--- config.mk ---
export PLATFORM = sky130hd
export DESIGN_NAME = writeback
export DESIGN_NICKNAME = d
export VERILOG_FILES = /design/src/rtl/writeback.sv
export SDC_FILE = /design/constraint.sdc
export NUM_CORES = 1
export LEC_CHECK = 0
export BUFFER_PORTS_ARGS = -buffer_cell sky130_fd_sc_hd__buf_2
export CORE_ASPECT_RATIO = 0.6
export CORE_UTILIZATION = 40
export DETAILED_ROUTE_END_ITERATION = 10
export PLACE_DENSITY = 0.66
export SYNTH_ARGS = -nofsm -noshare
export SYNTH_HDL_FRONTEND = slang
export SYNTH_SLANG_ARGS = --single-unit
--- constraint.sdc ---
create_clock -name clk -period 1.87 [get_ports clk]
set_input_delay 0.187 -clock clk [delete_from_list [all_inputs] [get_ports clk]]
set_output_delay 0.187 -clock clk [all_outputs]
set_load 0.01 [all_outputs]
--- src/rtl/writeback.sv ---
// Writeback stage: holds one instruction from the memory stage, waits for load
// data when needed, aligns/extends it, drives the regfile write port, counts retirement.
//
// Ports:
//   clk, reset (async, active-low)
//   valid_in, rd_address_in, result_in, is_load_in, load_size_in, load_signed_in
//                            : instruction from the memory stage
//   mem_rsp_valid, mem_rsp_data : load response word from data memory
//   stall_out                : hold the memory stage while a load waits
//   rd_address, rd_data      : regfile write port (address 0 = no write)
//   retired, instret         : commit pulse and running retired count
module writeback #(
    parameter int INSTRET_WIDTH = 64
) (
    input  logic                     clk,
    input  logic                     reset,
    input  logic                     valid_in,
    input  logic [4:0]               rd_address_in,
    input  logic [31:0]              result_in,
    input  logic                     is_load_in,
    input  logic [1:0]               load_size_in,
    input  logic                     load_signed_in,
    input  logic                     mem_rsp_valid,
    input  logic [31:0]              mem_rsp_data,
    output logic                     stall_out,
    output logic [4:0]               rd_address,
    output logic [31:0]              rd_data,
    output logic                     retired,
    output logic [INSTRET_WIDTH-1:0] instret
);

    typedef enum logic [1:0] {
        ST_IDLE = 2'd0,
        ST_ALU  = 2'd1,
        ST_WAIT = 2'd2
    } state_t;

    localparam logic [INSTRET_WIDTH-1:0] INSTRET_ONE = 1;

    state_t                   state_q, state_d;
    logic [4:0]               rd_q, rd_d;
    logic [31:0]              result_q, result_d;
    logic [1:0]               load_size_q, load_size_d;
    logic                     load_signed_q, load_signed_d;
    logic [INSTRET_WIDTH-1:0] instret_q, instret_d;

    logic        commit;
    logic        stall;
    logic [1:0]  off;
    logic [31:0] shifted;
    logic [31:0] load_data;

    // State register
    always_ff @(posedge clk or negedge reset) begin
        if (!reset) begin
            state_q       <= ST_IDLE;
            rd_q          <= '0;
            result_q      <= '0;
            load_size_q   <= '0;
            load_signed_q <= 1'b0;
            instret_q     <= '0;
        end else begin
            state_q       <= state_d;
            rd_q          <= rd_d;
            result_q      <= result_d;
            load_size_q   <= load_size_d;
            load_signed_q <= load_signed_d;
            instret_q     <= instret_d;
        end
    end

    // Commit / stall decode, shared by next-state and output logic
    always_comb begin
        commit = (state_q == ST_ALU) ||
                 ((state_q == ST_WAIT) && mem_rsp_valid);
        stall  = (state_q == ST_WAIT) && !mem_rsp_valid;
    end

    // Next-state logic: capture whenever not stalled, so a commit and the
    // next capture share one edge.
    always_comb begin
        state_d       = state_q;
        rd_d          = rd_q;
        result_d      = result_q;
        load_size_d   = load_size_q;
        load_signed_d = load_signed_q;
        instret_d     = instret_q;
        if (!stall) begin
            rd_d          = rd_address_in;
            result_d      = result_in;
            load_size_d   = load_size_in;
            load_signed_d = load_signed_in;
            if (!valid_in) begin
                state_d = ST_IDLE;
            end else if (is_load_in) begin
                state_d = ST_WAIT;
            end else begin
                state_d = ST_ALU;
            end
        end
        if (commit) begin
            instret_d = instret_q + INSTRET_ONE;
        end
    end

    // Load alignment and extension
    always_comb begin
        off       = result_q[1:0];
        shifted   = mem_rsp_data >> {off, 3'b000};
        load_data = mem_rsp_data;
        unique case (load_size_q)
            2'd0: load_data = {{24{load_signed_q & shifted[7]}}, shifted[7:0]};
            2'd1: begin
                // off[0] is ignored: misaligned halves read the containing half
                if (off[1]) begin
                    load_data = {{16{load_signed_q & mem_rsp_data[31]}},
                                 mem_rsp_data[31:16]};
                end else begin
                    load_data = {{16{load_signed_q & mem_rsp_data[15]}},
                                 mem_rsp_data[15:0]};
                end
            end
            default: load_data = mem_rsp_data;
        endcase
    end

    // Outputs: the write port is forced to x0 when nothing commits, since the
    // regfile writes and bypasses unconditionally.
    always_comb begin
        stall_out  = stall;
        rd_address = 5'd0;
        rd_data    = 32'd0;
        retired    = 1'b0;
        if (commit) begin
            rd_address = rd_q;
            rd_data    = (state_q == ST_WAIT) ? load_data : result_q;
            retired    = 1'b1;
        end
    end

    assign instret = instret_q;

endmodule

==> report_table.html <==
<table>
<tr><th>Metric</th><th>Value</th></tr>
<tr><th colspan="2">Synth</th></tr>
<tr><td>Post-synth top cells</td><td>106 x sky130_fd_sc_hd__dfrtp_1, 47 x sky130_fd_sc_hd__nand2_1, 40 x sky130_fd_sc_hd__mux2_2</td></tr>
<tr><td>Most numerous cell in the Yosys netlist</td><td>sky130_fd_sc_hd__dfrtp_1</td></tr>
<tr><td>Mapped cell area</td><td>about 0.0054 mm²</td></tr>
<tr><td>Main combinational cell family by area after synthesis</td><td>simple AND/OR/NAND/NOR gates</td></tr>
<tr><td>Ys flop type</td><td>sky130_fd_sc_hd__dfrtp_1</td></tr>
<tr><td>Yosys top cell area share</td><td>approximately half</td></tr>
<tr><td>Avg Inst Size Synth</td><td>roughly 10 µm²</td></tr>
<tr><td>Biggest area contributors in the synthesized netlist</td><td>sky130_fd_sc_hd__dfrtp_1 49%, sky130_fd_sc_hd__mux2_2 8.3%, sky130_fd_sc_hd__xor2_1 5.1%</td></tr>
<tr><td>Library cell occupying the most area in the post-synthesis netlist</td><td>sky130_fd_sc_hd__dfrtp_1</td></tr>
<tr><td>Post-Synthesis Cells</td><td>521</td></tr>
<tr><td>Share of the synthesized area in compound gates (AO/OA/AOI/OAI)</td><td>between 10% and 20%</td></tr>
<tr><td>Synth unique cells</td><td>39</td></tr>
<tr><td>Total of warnings raised by yosys</td><td>0</td></tr>
<tr><td>Share of synthesized flip-flops with an asynchronous set or reset</td><td>between 90% and 100%</td></tr>
<tr><td>Number of synthesized flops with an enable pin</td><td>0</td></tr>
<tr><td>Number of nets in the synthesized netlist</td><td>roughly 600</td></tr>
<tr><td>Synthesized-area fraction occupied by xor and xnor cells</td><td>10.1%</td></tr>
<tr><td>Part of the Yosys area used for sequential elements</td><td>48.7%</td></tr>
<tr><td>Multiplexer share of the synthesized area</td><td>under 10%</td></tr>
<tr><td>Simple-Gate Fraction of Synth Area</td><td>a little under a fifth</td></tr>
<tr><td>Post-synthesis adder-cell area fraction</td><td>less than 1%</td></tr>
<tr><td>Flip-flop and latch count after synthesis</td><td>106</td></tr>
<tr><th colspan="2">Global routing</th></tr>
<tr><td>Largest net degree at the start of global routing</td><td>37</td></tr>
<tr><td>Antenna violations before repair</td><td>0</td></tr>
<tr><td>Total grt overflow</td><td>0</td></tr>
<tr><td>Global-route wire length before repair</td><td>29,500 µm</td></tr>
<tr><td>Global-route total usage across every layer</td><td>27.4%</td></tr>
<tr><td>Via count of the first global-routing pass</td><td>~5,200</td></tr>
<tr><th colspan="2">Placement</th></tr>
<tr><td>Estimated wirelength of the detail-placed design</td><td>14,200 µm</td></tr>
<tr><td>Final GP Congestion</td><td>0.946</td></tr>
<tr><td>Post-placement cell area</td><td>0.00743 mm²</td></tr>
<tr><td>Port buffer count</td><td>~180</td></tr>
<tr><td>Cell total after placement</td><td>around 960</td></tr>
<tr><th colspan="2">STA</th></tr>
<tr><td>Max-slew violations</td><td>0</td></tr>
<tr><td>Time the final worst path needs with I/O delays and setup</td><td>2400 ps</td></tr>
<tr><td>Final critical-path setup slack</td><td>-531 ps</td></tr>
<tr><td>Max Fclk</td><td>around 420 MHz</td></tr>
<tr><td>Crit share post-route</td><td>128%</td></tr>
<tr><td>Setup repair after global routing missed its margin</td><td>yes</td></tr>
<tr><td>Clock Skews</td><td>6.19 ps</td></tr>
<tr><td>Worst-margin pin slew</td><td>510 ps</td></tr>
<tr><td>Slew Limit Headroom</td><td>approximately 66%</td></tr>
<tr><td>Final Hold Violating Endpoints</td><td>0</td></tr>
<tr><td>Worst hold margin</td><td>between 50 and 60 ps</td></tr>
<tr><td>Setup-violating endpoint count in the final report</td><td>62</td></tr>
<tr><th colspan="2">Outcome</th></tr>
<tr><td>Failing checks</td><td>design-rule violations, negative setup slack</td></tr>
<tr><td>Outcome</td><td>complete, but fails checks</td></tr>
<tr><th colspan="2">Cells and area</th></tr>
<tr><td>Layout filler cell count</td><td>921</td></tr>
<tr><td>Fraction of final layout cells sized beyond drive strength 1</td><td>60.6%</td></tr>
<tr><td>Number of nets at the end of the flow</td><td>929</td></tr>
<tr><td>Filler-free cell count of the finished design</td><td>1,026</td></tr>
<tr><td>Post-synthesis to final-layout area growth</td><td>72.0%</td></tr>
<tr><td>Final instance area</td><td>0.00936 mm²</td></tr>
<tr><td>Count of inserted antenna diode cells</td><td>0</td></tr>
<tr><th colspan="2">Floorplanning</th></tr>
<tr><td>Top-Level Pins</td><td>180</td></tr>
<tr><td>Die Y-Extent</td><td>92.4 µm</td></tr>
<tr><td>Floorplan row count</td><td>32</td></tr>
<tr><td>Initial standard-cell utilization of the core</td><td>41.7%</td></tr>
<tr><td>Horiz. Die Dim</td><td>153 µm</td></tr>
<tr><td>Overall die area</td><td>0.0141 mm²</td></tr>
<tr><td>Total core area</td><td>around 0.013 mm²</td></tr>
<tr><th colspan="2">CTS</th></tr>
<tr><td>Clock latency at the later pin of the worst-skew pair</td><td>350 ps</td></tr>
<tr><td>Clock Root Buffer</td><td>sky130_fd_sc_hd__clkbuf_16</td></tr>
<tr><td>Clock tree from TritonCTS</td><td>yes</td></tr>
<tr><td>Clock transition at path regs</td><td>80 ps</td></tr>
<tr><td>Buffer levels on the longest clock path</td><td>2</td></tr>
<tr><td>CTS buffer count</td><td>9</td></tr>
<tr><td>Number of levels in the clock H-tree</td><td>3</td></tr>
<tr><td>Sink count of the clock tree</td><td>106</td></tr>
<tr><th colspan="2">Flow run</th></tr>
<tr><td>Number of max-cap violations</td><td>0</td></tr>
<tr><th colspan="2">Routing</th></tr>
<tr><td>Routed via count</td><td>5,688</td></tr>
<tr><td>Remaining number of nets flagged by the antenna check after routing</td><td>0</td></tr>
<tr><td>Ratio of routed vias to standard cells</td><td>5.54</td></tr>
<tr><td>Per-cell routed wire length</td><td>between 15 and 20 µm</td></tr>
<tr><td>Initial DRC Count</td><td>between 300 and 400</td></tr>
<tr><td>Post-route DRC violation count</td><td>3</td></tr>
<tr><td>Number of detailed-routing iterations run before antenna repair</td><td>10</td></tr>
<tr><td>Routed wire length</td><td>20,500 µm</td></tr>
<tr><th colspan="2">Setup path</th></tr>
<tr><td>Crit-path slowest cell</td><td>sky130_fd_sc_hd__dfrtp_1</td></tr>
<tr><td>Highest cell delay on the worst timing path</td><td>around 420 ps</td></tr>
<tr><td>Crit Path Category</td><td>flip-flop to output pin</td></tr>
<tr><td>Data arrival time of the critical path</td><td>2210 ps</td></tr>
<tr><td>CP Capture Type</td><td>output pin</td></tr>
<tr><td>Critical path peak fanout</td><td>8</td></tr>
<tr><td>Required time worst endpoint</td><td>1680 ps</td></tr>
<tr><td>Cell chain of the critical path</td><td>or3_4, o22ai_4, o21ai_2, a21oi_2, buf_4, clkbuf_16, o221a_4, buf_6</td></tr>
<tr><td>Sort of element at the start of the critical path</td><td>flip-flop</td></tr>
<tr><th colspan="2">Pwr</th></tr>
<tr><td>Total power density per cell area</td><td>644 mW/mm²</td></tr>
<tr><td>Leakage power summed over all cells</td><td>4.79 nW</td></tr>
<tr><td>Maximum vdd ir drop</td><td>0.487 mV</td></tr>
<tr><td>Post-layout power</td><td>6.03 mW</td></tr>
<tr><th colspan="2">Hold path</th></tr>
<tr><td>Type of the worst min-delay path</td><td>input pin to flip-flop</td></tr>
</table>
==> report_power, final <==
group          total [mW]  switching [mW]  leakage, nW  internal [mW]
logic                1.58           0.747         3.32          0.837
clock network        1.89           0.922        0.140          0.966
registers            2.55           0.129         1.34           2.42
==> final cells by class <==
type                            instances  area, µm²  share of cell area (%)
Clock buffer                           11        243                    2.59
Clock inverter                          5       47.5                   0.508
Inverter                               18       75.1                   0.802
Multi-Input combinational cell        377       3580                    38.2
Sequential cell                       106       2660                    28.4
Tap cell                              170        213                    2.27
Timing Repair Buffer                  339       2550                    27.2
==> registers in the layout (all words and copies together) (netlist names) <==
name / count
instret: 64
load_signed_q: 1
load_size_q: 2
rd_q: 5
result_q: 32
state_q: 2
==> cells in the final DEF (no fill, tap or decap), types with 4 or more instances in the layout <==
| master | count |
|---|---|
| sky130_fd_sc_hd__buf_2 | 154 |
| sky130_fd_sc_hd__buf_4 | 113 |
| sky130_fd_sc_hd__dfrtp_1 | 104 |
| sky130_fd_sc_hd__buf_6 | 57 |
| sky130_fd_sc_hd__nand2_1 | 43 |
| sky130_fd_sc_hd__mux2_2 | 40 |
| sky130_fd_sc_hd__xor2_1 | 31 |
| sky130_fd_sc_hd__nand4_1 | 27 |
| sky130_fd_sc_hd__xnor2_1 | 25 |
| sky130_fd_sc_hd__nand3_1 | 21 |
| sky130_fd_sc_hd__inv_1 | 17 |
| sky130_fd_sc_hd__o221a_4 | 16 |
| sky130_fd_sc_hd__a21oi_1 | 15 |
| sky130_fd_sc_hd__nor2_4 | 14 |
| sky130_fd_sc_hd__a221oi_2 | 11 |
| sky130_fd_sc_hd__nor2_1 | 11 |
| sky130_fd_sc_hd__clkbuf_16 | 11 |
| sky130_fd_sc_hd__nor4_4 | 9 |
| sky130_fd_sc_hd__and2_4 | 8 |
| sky130_fd_sc_hd__a21o_1 | 8 |
| sky130_fd_sc_hd__nor3_4 | 7 |
| sky130_fd_sc_hd__o21ai_0 | 7 |
| sky130_fd_sc_hd__buf_12 | 7 |
| sky130_fd_sc_hd__and3_1 | 6 |
| sky130_fd_sc_hd__nand3_2 | 6 |
| sky130_fd_sc_hd__xnor2_2 | 6 |
| sky130_fd_sc_hd__nor2_2 | 4 |
| sky130_fd_sc_hd__nand2_4 | 4 |
| sky130_fd_sc_hd__and3_4 | 4 |
| sky130_fd_sc_hd__a21oi_2 | 4 |
==> routing by layer <==
layer	GRT usage, %	up-vias	wire, µm
met5	0	-	0
met4	5.64	0	216
met3	7.49	26	1650
met1	42.4	2868	9970
li1	-	2557	-
met2	37.3	237	8680
==> repair_timing <==
| item | in CTS | in global routing |
|---|---|---|
| cloned | 1 | 2 |
| endpoints found under the setup margin | 72 | 88 |
| hold buffers | 2 | 0 |
| pin swaps | 31 | 61 |
| gates resized for setup | 122 | 108 |
| buffers inserted | 19 | 36 |
| hold endpoints to repair | 33 | 0 |
==> worst paths after layout <==
check,startpoint,endpoint,slack (ps),cells after the start
max in group asynchronous,reset,result_q[12],850,3
min in group asynchronous,reset,result_q[2],340,2
setup reg to reg,state_q[0],instret[29],-180,9
setup / recovery,load_size_q[0],rd_data[29],-530,8
hold reg to reg,instret[63],instret[63],460,1
hold / removal,valid_in,state_q[1],50,2
==> critical path: cells and delay by family, from the launching register on <==
family                 cells  cell delay (ps)
AOI/OAI and AO/OA          4              640
DFF                        1              420
buffers and inverters      3              410
and+or+nand+nor            1              390
==> cells by family (layout without fill, tap and decap cells) <==
family | after synthesis | after routing
mux | 43 | 43
xor+xnor | 63 | 63
flops | 106 | 106
fa+ha+maj | 1 | 1
simple gates | 196 | 196
buf+inv | 38 | 373
compound gates | 74 | 74
==> per-stage QoR <==
step	setup WS (ps)	TNS [ps]	util [%]
floorplan	-84.5	-336	-
global placement	-229	-2410	56.9
detailed placement	-274	-5050	56.9
CTS	-493	-13400	65.3
global route	-548	-21030	71.7
finish	-531	-15810	71.7
(Power assumes the default switching activity.)
